### src/rtl/muldiv_pkg.sv
// muldiv_pkg
// Shared definitions for the iterative RV32M multiply/divide sequencer:
//   - XLEN            default operand/result width
//   - md_state_e      sequencer FSM states (IDLE, CALC, DONE)
//   - F3_*            funct3 encodings of the eight M-extension operations
//   - is_signed_a/b   which operand is treated as two's complement per op
package muldiv_pkg;

    localparam int XLEN = 32;

    typedef enum logic [1:0] {
        IDLE = 2'd0,
        CALC = 2'd1,
        DONE = 2'd2
    } md_state_e;

    localparam logic [2:0] F3_MUL    = 3'b000;
    localparam logic [2:0] F3_MULH   = 3'b001;
    localparam logic [2:0] F3_MULHSU = 3'b010;
    localparam logic [2:0] F3_MULHU  = 3'b011;
    localparam logic [2:0] F3_DIV    = 3'b100;
    localparam logic [2:0] F3_DIVU   = 3'b101;
    localparam logic [2:0] F3_REM    = 3'b110;
    localparam logic [2:0] F3_REMU   = 3'b111;

    // rs1 is signed for everything except the purely unsigned ops.
    function automatic logic is_signed_a(input logic [2:0] f3);
        return (f3 != F3_MULHU) && (f3 != F3_DIVU) && (f3 != F3_REMU);
    endfunction

    // rs2 is signed only for the signed x signed multiplies and signed divides.
    function automatic logic is_signed_b(input logic [2:0] f3);
        return (f3 == F3_MUL) || (f3 == F3_MULH) || (f3 == F3_DIV) || (f3 == F3_REM);
    endfunction

endpackage

### src/rtl/muldiv_iter_dp.sv
// muldiv_iter_dp
// Iterative datapath shared by multiply and divide. Works on unsigned
// magnitudes; the sequencer handles signs.
//   Multiply: {hi,lo} starts as {0, a}; each step conditionally adds b into hi
//             and shifts the whole pair right by one (shift-add).
//   Divide:   {hi,lo} starts as {0, a}; each step shifts the pair left by one
//             and does a restoring subtract of b from hi, shifting the
//             quotient bit into lo. After XLEN steps hi = remainder, lo = quotient.
// Ports:
//   clk, rst_n        clock and synchronous active-low reset
//   load              capture a_mag/b_mag and clear hi
//   step              perform one iteration
//   is_div            1 = divide step, 0 = multiply step
//   a_mag, b_mag      operand magnitudes
//   next_hi, next_lo  value {hi,lo} will hold after the current step, so the
//                     sequencer can latch the final result without waiting
module muldiv_iter_dp
    import muldiv_pkg::*;
#(
    parameter int XLEN = muldiv_pkg::XLEN
) (
    input  logic            clk,
    input  logic            rst_n,
    input  logic            load,
    input  logic            step,
    input  logic            is_div,
    input  logic [XLEN-1:0] a_mag,
    input  logic [XLEN-1:0] b_mag,
    output logic [XLEN-1:0] next_hi,
    output logic [XLEN-1:0] next_lo
);

    logic [XLEN-1:0] hi_q;
    logic [XLEN-1:0] lo_q;
    logic [XLEN-1:0] b_q;

    logic [XLEN-1:0] addend;
    logic [XLEN:0]   sum;
    logic [XLEN:0]   shifted;
    logic            fits;
    logic [XLEN-1:0] diff;

    // One iteration of either algorithm. The multiply sum keeps its carry so
    // it shifts back into hi; the divide compare uses the shifted-out bit so
    // partial remainders up to 2*b are handled without a wider subtractor.
    always_comb begin
        addend  = lo_q[0] ? b_q : '0;
        sum     = {1'b0, hi_q} + {1'b0, addend};
        shifted = {hi_q, lo_q[XLEN-1]};
        fits    = (shifted >= {1'b0, b_q});
        diff    = shifted[XLEN-1:0] - b_q;
        next_hi = hi_q;
        next_lo = lo_q;
        if (is_div) begin
            if (fits) begin
                next_hi = diff;
                next_lo = {lo_q[XLEN-2:0], 1'b1};
            end else begin
                next_hi = shifted[XLEN-1:0];
                next_lo = {lo_q[XLEN-2:0], 1'b0};
            end
        end else begin
            next_hi = sum[XLEN:1];
            next_lo = {sum[0], lo_q[XLEN-1:1]};
        end
    end

    // Accumulator/shift registers: load wins over step.
    always_ff @(posedge clk) begin
        if (!rst_n) begin
            hi_q <= '0;
            lo_q <= '0;
            b_q  <= '0;
        end else if (load) begin
            hi_q <= '0;
            lo_q <= a_mag;
            b_q  <= b_mag;
        end else if (step) begin
            hi_q <= next_hi;
            lo_q <= next_lo;
        end
    end

endmodule

### src/rtl/muldiv_sequencer.sv
// muldiv_sequencer
// EX-stage sequencer for RV32M multiply/divide. Stalls the front of the
// pipeline while a XLEN-step shift-add / restoring-divide runs in
// muldiv_iter_dp, then presents the sign-corrected result for one cycle.
// Divide-by-zero and signed overflow finish in one cycle without iterating.
// Ports:
//   clk, rst_n     clock and synchronous active-low reset
//   startE         valid M-extension instruction in EX
//   funct3E        operation select (MUL..REMU)
//   SrcAE, SrcBE   forwarded rs1 / rs2
//   FlushE         squash the EX instruction (aborts any operation)
//   StallMDE       stall request for IF/ID/EX
//   DoneE          MDResultE valid this cycle
//   MDResultE      result; holds its last value outside DONE
module muldiv_sequencer
    import muldiv_pkg::*;
#(
    parameter int XLEN = muldiv_pkg::XLEN
) (
    input  logic            clk,
    input  logic            rst_n,
    input  logic            startE,
    input  logic [2:0]      funct3E,
    input  logic [XLEN-1:0] SrcAE,
    input  logic [XLEN-1:0] SrcBE,
    input  logic            FlushE,
    output logic            StallMDE,
    output logic            DoneE,
    output logic [XLEN-1:0] MDResultE
);

    localparam int CNT_W = $clog2(XLEN);
    localparam logic [XLEN-1:0] INT_MIN = {1'b1, {(XLEN-1){1'b0}}};

    md_state_e state_q, state_d;

    logic [CNT_W-1:0] cnt_q;
    logic [2:0]       op_q;
    logic             sa_q;
    logic             sb_q;
    logic [XLEN-1:0]  res_q;

    logic             start_ok;
    logic             sign_a;
    logic             sign_b;
    logic [XLEN-1:0]  a_mag;
    logic [XLEN-1:0]  b_mag;
    logic             div_zero;
    logic             div_ovf;
    logic             special;
    logic [XLEN-1:0]  special_res;

    logic             dp_step;
    logic [XLEN-1:0]  next_hi;
    logic [XLEN-1:0]  next_lo;

    logic [2*XLEN-1:0] prod;
    logic [2*XLEN-1:0] prod_fix;
    logic [XLEN-1:0]   quot_fix;
    logic [XLEN-1:0]   rem_fix;
    logic [XLEN-1:0]   final_res;

    // Accept a new operation only from IDLE; a flush in the same cycle wins.
    assign start_ok = (state_q == IDLE) && startE && !FlushE;

    // Operand decode at start: signs, magnitudes and the two cases that
    // bypass iteration. The results of those cases come straight from the
    // raw operands, so they never need sign fix-up.
    always_comb begin
        sign_a   = is_signed_a(funct3E) && SrcAE[XLEN-1];
        sign_b   = is_signed_b(funct3E) && SrcBE[XLEN-1];
        a_mag    = sign_a ? -SrcAE : SrcAE;
        b_mag    = sign_b ? -SrcBE : SrcBE;
        div_zero = funct3E[2] && (SrcBE == '0);
        div_ovf  = ((funct3E == F3_DIV) || (funct3E == F3_REM))
                   && (SrcAE == INT_MIN) && (SrcBE == '1);
        special  = div_zero || div_ovf;
        if (funct3E[1]) begin
            special_res = div_zero ? SrcAE : '0;
        end else begin
            special_res = div_zero ? '1 : SrcAE;
        end
    end

    assign dp_step = (state_q == CALC) && !FlushE;

    muldiv_iter_dp #(
        .XLEN (XLEN)
    ) u_dp (
        .clk     (clk),
        .rst_n   (rst_n),
        .load    (start_ok),
        .step    (dp_step),
        .is_div  (op_q[2]),
        .a_mag   (a_mag),
        .b_mag   (b_mag),
        .next_hi (next_hi),
        .next_lo (next_lo)
    );

    // Sign fix-up on the value the datapath produces in its last step, so
    // the result register is ready on the first DONE cycle.
    always_comb begin
        prod     = {next_hi, next_lo};
        prod_fix = (sa_q ^ sb_q) ? -prod : prod;
        quot_fix = (sa_q ^ sb_q) ? -next_lo : next_lo;
        rem_fix  = sa_q ? -next_hi : next_hi;
        case (op_q)
            F3_MUL:                        final_res = prod_fix[XLEN-1:0];
            F3_MULH, F3_MULHSU, F3_MULHU:  final_res = prod_fix[2*XLEN-1:XLEN];
            F3_DIV, F3_DIVU:               final_res = quot_fix;
            default:                       final_res = rem_fix;
        endcase
    end

    // Next-state logic. Flush aborts from any state; DONE always lasts one cycle.
    always_comb begin
        state_d = state_q;
        case (state_q)
            IDLE: begin
                if (startE && !FlushE) begin
                    state_d = special ? DONE : CALC;
                end
            end
            CALC: begin
                if (FlushE) begin
                    state_d = IDLE;
                end else if (cnt_q == '0) begin
                    state_d = DONE;
                end
            end
            DONE:    state_d = IDLE;
            default: state_d = IDLE;
        endcase
    end

    // State register.
    always_ff @(posedge clk) begin
        if (!rst_n) begin
            state_q <= IDLE;
        end else begin
            state_q <= state_d;
        end
    end

    // Operation context, iteration counter and result register. The result
    // only changes when entering DONE, so it holds its value everywhere else.
    always_ff @(posedge clk) begin
        if (!rst_n) begin
            cnt_q <= '0;
            op_q  <= F3_MUL;
            sa_q  <= 1'b0;
            sb_q  <= 1'b0;
            res_q <= '0;
        end else if (start_ok) begin
            op_q  <= funct3E;
            sa_q  <= sign_a;
            sb_q  <= sign_b;
            cnt_q <= CNT_W'(XLEN - 1);
            if (special) begin
                res_q <= special_res;
            end
        end else if (dp_step) begin
            if (cnt_q == '0) begin
                res_q <= final_res;
            end else begin
                cnt_q <= cnt_q - CNT_W'(1);
            end
        end
    end

    // Both handshake outputs are forced low while reset is asserted.
    assign StallMDE  = rst_n && ((state_q == CALC) || start_ok);
    assign DoneE     = rst_n && (state_q == DONE);
    assign MDResultE = res_q;

endmodule

### config.mk
export PLATFORM = sky130hd
export DESIGN_NAME = muldiv_sequencer
export DESIGN_NICKNAME = d
export VERILOG_FILES = /design/src/rtl/muldiv_pkg.sv /design/src/rtl/muldiv_iter_dp.sv /design/src/rtl/muldiv_sequencer.sv
export SDC_FILE = /design/constraint.sdc
export NUM_CORES = 1
export LEC_CHECK = 0
export CORE_MARGIN = 10
export CORE_UTILIZATION = 45
export DETAILED_ROUTE_END_ITERATION = 8
export GPL_ROUTABILITY_DRIVEN = 0
export GPL_TIMING_DRIVEN = 0
export HOLD_SLACK_MARGIN = 0.02
export MAX_ROUTING_LAYER = met4
export SLEW_MARGIN = 10
export SYNTH_ARGS = -nofsm -noshare
export SYNTH_HDL_FRONTEND = slang
export SYNTH_SLANG_ARGS = --single-unit
### constraint.sdc
create_clock -name clk -period 7.8 [get_ports clk]
set_input_delay 1.56 -clock clk [delete_from_list [all_inputs] [get_ports clk]]
set_output_delay 1.56 -clock clk [all_outputs]
set_load 0.05 [all_outputs]
==> impl_metrics.tcl <==
set metrics [dict create \
    nets 2492 \
    dieHeight_microns 208 \
    syn2layout_area_growth_pct 14.0 \
    arrival_ps 6620 \
    drc 0 \
    wl_per_cell_microns 25.6 \
    peakVddDrop_v 0.000156 \
    antenna_left 0 \
    first_global_vias 17397 \
    power_density_nw_per_um2 148 \
    numPortBuffers 103 \
    drv_cap 0 \
    clock_sinks 140 \
    setup_tns_ps 0 \
    vias 18745 \
    rows 68 \
    hp-class "reg -> reg" \
    startpoint_type "flip-flop" \
    period_share_pct 80.0 \
    die_w_microns 208 \
    synth_area_leaders "dfxtp_1 (18%), a21oi_1 (6.4%), nor2_1 (6.0%), ha_1 (5.6%), nand2_1 (5.1%)" \
    synth-seq-area-share_pct 17.6 \
    boundaryPins 105 \
    ys_types 119 \
    synth_top_cell_by_area "dfxtp_1" \
    grt.total_usage_pct 32.4 \
    firstDrtPassIters 6 \
    worstPathCellList "inv_1 -> ha_1 -> a21o_1 -> a311oi_2 -> o2bb2ai_1 -> or3_1 -> buf_6 -> o31ai_4 -> ha_1 -> o221ai_1 -> nor2_1 -> o2111a_1 -> o2111ai_1 -> nand3b_1 -> clkbuf_1 -> o41ai_2 -> xnor2_1 -> o221ai_1 -> o211ai_1 -> a31oi_1" \
    endpoint_kind "flip-flop" \
    crit_required_ps 8180 \
    cpPeakStageDelay_ps 550 \
    drt_iter0_markers 2642 \
    post-route-min-period_ps 6240 \
    status "finished clean" \
    cp_top_family "compound AO/OA/AOI/OAI gates" \
    crit_start "u_dp.b_q[26]" \
    cts_tree "built" \
    hold_violations 0 \
    hp-start "MDResultE[3]" \
    cts.path.max_buffers 2 \
    overflow 0 \
    post_cts_resized 0 \
    start_util_pct 45.9 \
    cp_max_fo 10 \
    synth_edf_count 0 \
    path_buf_inv 3 \
    yosys.area.top_type_share_pct 17.6 \
    root_buffer "clkbuf_16" \
    r2r_start "u_dp.b_q[26]" \
    fp.dieArea_sq_um 43400 \
    grt_start_max_net_pins 17 \
    syn-num-nets 2369 \
    slew_headroom_pct 13.6 \
    synth_cells 2225 \
    synthArstFlopShare_pct 0 \
    core_area_sq_um 34700 \
    rsz0062_at_grt "no" \
    clk_latency_ps 470 \
    synth_ff_type "dfxtp_1" \
    grt_pass1_wl_mm 107 \
    drive_gt1_share_pct 6.95 \
    cts_setup_buffers 0 \
    hpwl_mm 58.8 \
    worst_slack_ps 1560 \
    vias_per_cell 6.65 \
    antenna_found_initial 2 \
    yosys_warnings 0 \
    drv_slew 0 \
    max_freq_ghz 0.160 \
    worstMarginPinSlew_ps 1290 \
    post-place-ws_ps 1760 \
    avgSynthCellArea_sq_um 7.16 \
    postCtsHoldBufs 0 \
    critPathKind "reg -> reg" \
    drt_wl_total_mm 72.2 \
    setup_viol 0 \
    ys_ff_latch 140 \
    clk_pin_slew_ps 70 \
    syn_area_sq_um 15900 \
    cts_buffers 17 \
    skew_ps 17.5 \
    cts-htree-levels 4 \
    cpMaxStageDelayCell "dfxtp_1" \
    leakage_nw 6.75 \
]
## final timing paths
kind	end	slack [ps]	cells after the start
setup reg to reg	MDResultE[24]	1560	20
hold reg to reg	MDResultE[3]	450	2
setup / recovery	MDResultE[24]	1560	20
hold / removal	MDResultE[3]	450	2
## cell usage in the layout, fill, tap and decap left out, drive strengths merged, types with 13 or more instances in the layout
cell           netlist  final
nand3               58     58
nor2               258    258
a21o                34     34
a31oi               29     29
maj3                21     21
nand4               34     34
dfxtp              140    140
buf                 64     65
o211ai              32     32
o221ai              19     19
clkbuf              90    108
clkdlybuf4s50        0    103
mux2i               39     39
o31ai               25     25
and3                33     33
ha                  71     71
inv                 62     68
o21ai              120    120
a21oi              213    213
o21a                13     13
nor3                67     67
a221oi              18     18
nor4                26     26
xor2                55     55
xnor2               93     93
a211oi             104    104
and2                48     48
or3                 26     26
nand2              218    218
## metal layers
metal | part of all wire [%] | track usage (%) | up-vias
li1 | - | - | 8548
met1 | 41 | 41.7 | 8786
met2 | 41 | 45.6 | 1186
met3 | 13 | 9.44 | 225
met4 | 5.1 | 15.0 | 0
met5 | 0 | - | -
## Yosys cell counts (7+ instances only)
master	count
and3_1	31
nand2_1	217
nand4_1	32
and4_1	8
o221ai_1	19
o21ai_0	112
xor2_1	55
a221oi_1	17
mux2_2	12
mux2i_1	39
clkbuf_1	87
buf_4	11
nor3_1	63
a31oi_1	29
nor4_1	23
buf_1	17
a21oi_1	205
or3_1	25
nor2b_1	12
nand3b_1	9
o21a_1	13
or4_1	8
xnor2_1	93
ha_1	71
inv_1	61
nand3_1	58
o211ai_1	30
a21oi_2	7
and2_1	47
nor2_1	256
a211o_1	7
a211oi_1	100
buf_2	31
nand2b_1	9
maj3_1	21
dfxtp_1	140
a21o_1	34
o31ai_1	23
## stage by stage
stage / hold slack [ps] / utilization, % / cell area, sq um / cells / power, mW
4_1_cts: 455 / 52.3 / 18200 / 2816 / 2.63
3_3_place_gp: 447 / 50.5 / 17500 / 2783 / 1.76
2_1_floorplan: 440 / - / 15900 / 2225 / 1.43
6_report: 451 / 52.4 / 18200 / 2820 / 2.68
3_5_place_dp: 446 / 50.6 / 17600 / 2784 / 1.77
5_1_grt: 483 / 52.3 / 18200 / 2817 / 2.77
## worst register-to-register path: stages (launching register included)
cell	delay, ps
dfxtp_1	550
inv_1	90
ha_1	390
a21o_1	230
a311oi_2	340
o2bb2ai_1	220
or3_1	430
buf_6	180
o31ai_4	330
ha_1	300
o221ai_1	200
nor2_1	300
o2111a_1	310
o2111ai_1	270
nand3b_1	430
clkbuf_1	420
o41ai_2	460
xnor2_1	110
o221ai_1	190
o211ai_1	170
a31oi_1	240
## where the power goes
part / internal, mW / total (mW) / switching [mW]
Clock: 0.510 / 0.876 / 0.366
Sequential: 0.749 / 0.798 / 0.0492
Combinational: 0.342 / 1.01 / 0.665
## flip-flops by register name, summed over array words and instances, names as in the netlist
| name | count |
|---|---|
| cnt_q | 5 |
| sa_q | 1 |
| u_dp.lo_q | 32 |
| sb_q | 1 |
| u_dp.b_q | 32 |
| op_q | 3 |
| state_q | 2 |
| MDResultE | 32 |
| u_dp.hi_q | 32 |
## cell type report
class	instances	area (sq um)
repair buffers	104	1040
flip-flops and latches	140	2800
fillers	3478	16500
multi-input cells	1868	12200
well taps	455	569
diodes	4	10.0
inverters	63	236
plain buffers	154	699
clock buffers	18	429
clock inverters	14	183
## kinds of logic (layout without fill, tap and decap cells)
logic type      Yosys count  after routing  share of synthesized area [%]
compound gates          732            732                           32.1
mux                      51             51                           3.30
xor+xnor                148            148                           8.13
other cells               0              4                              0
simple gates            843            843                           25.9
fa+ha+maj                94             94                           7.14
buf+inv                 217            353                           5.87
flops                   140            140                           17.6
(Power assumes the default switching activity.)
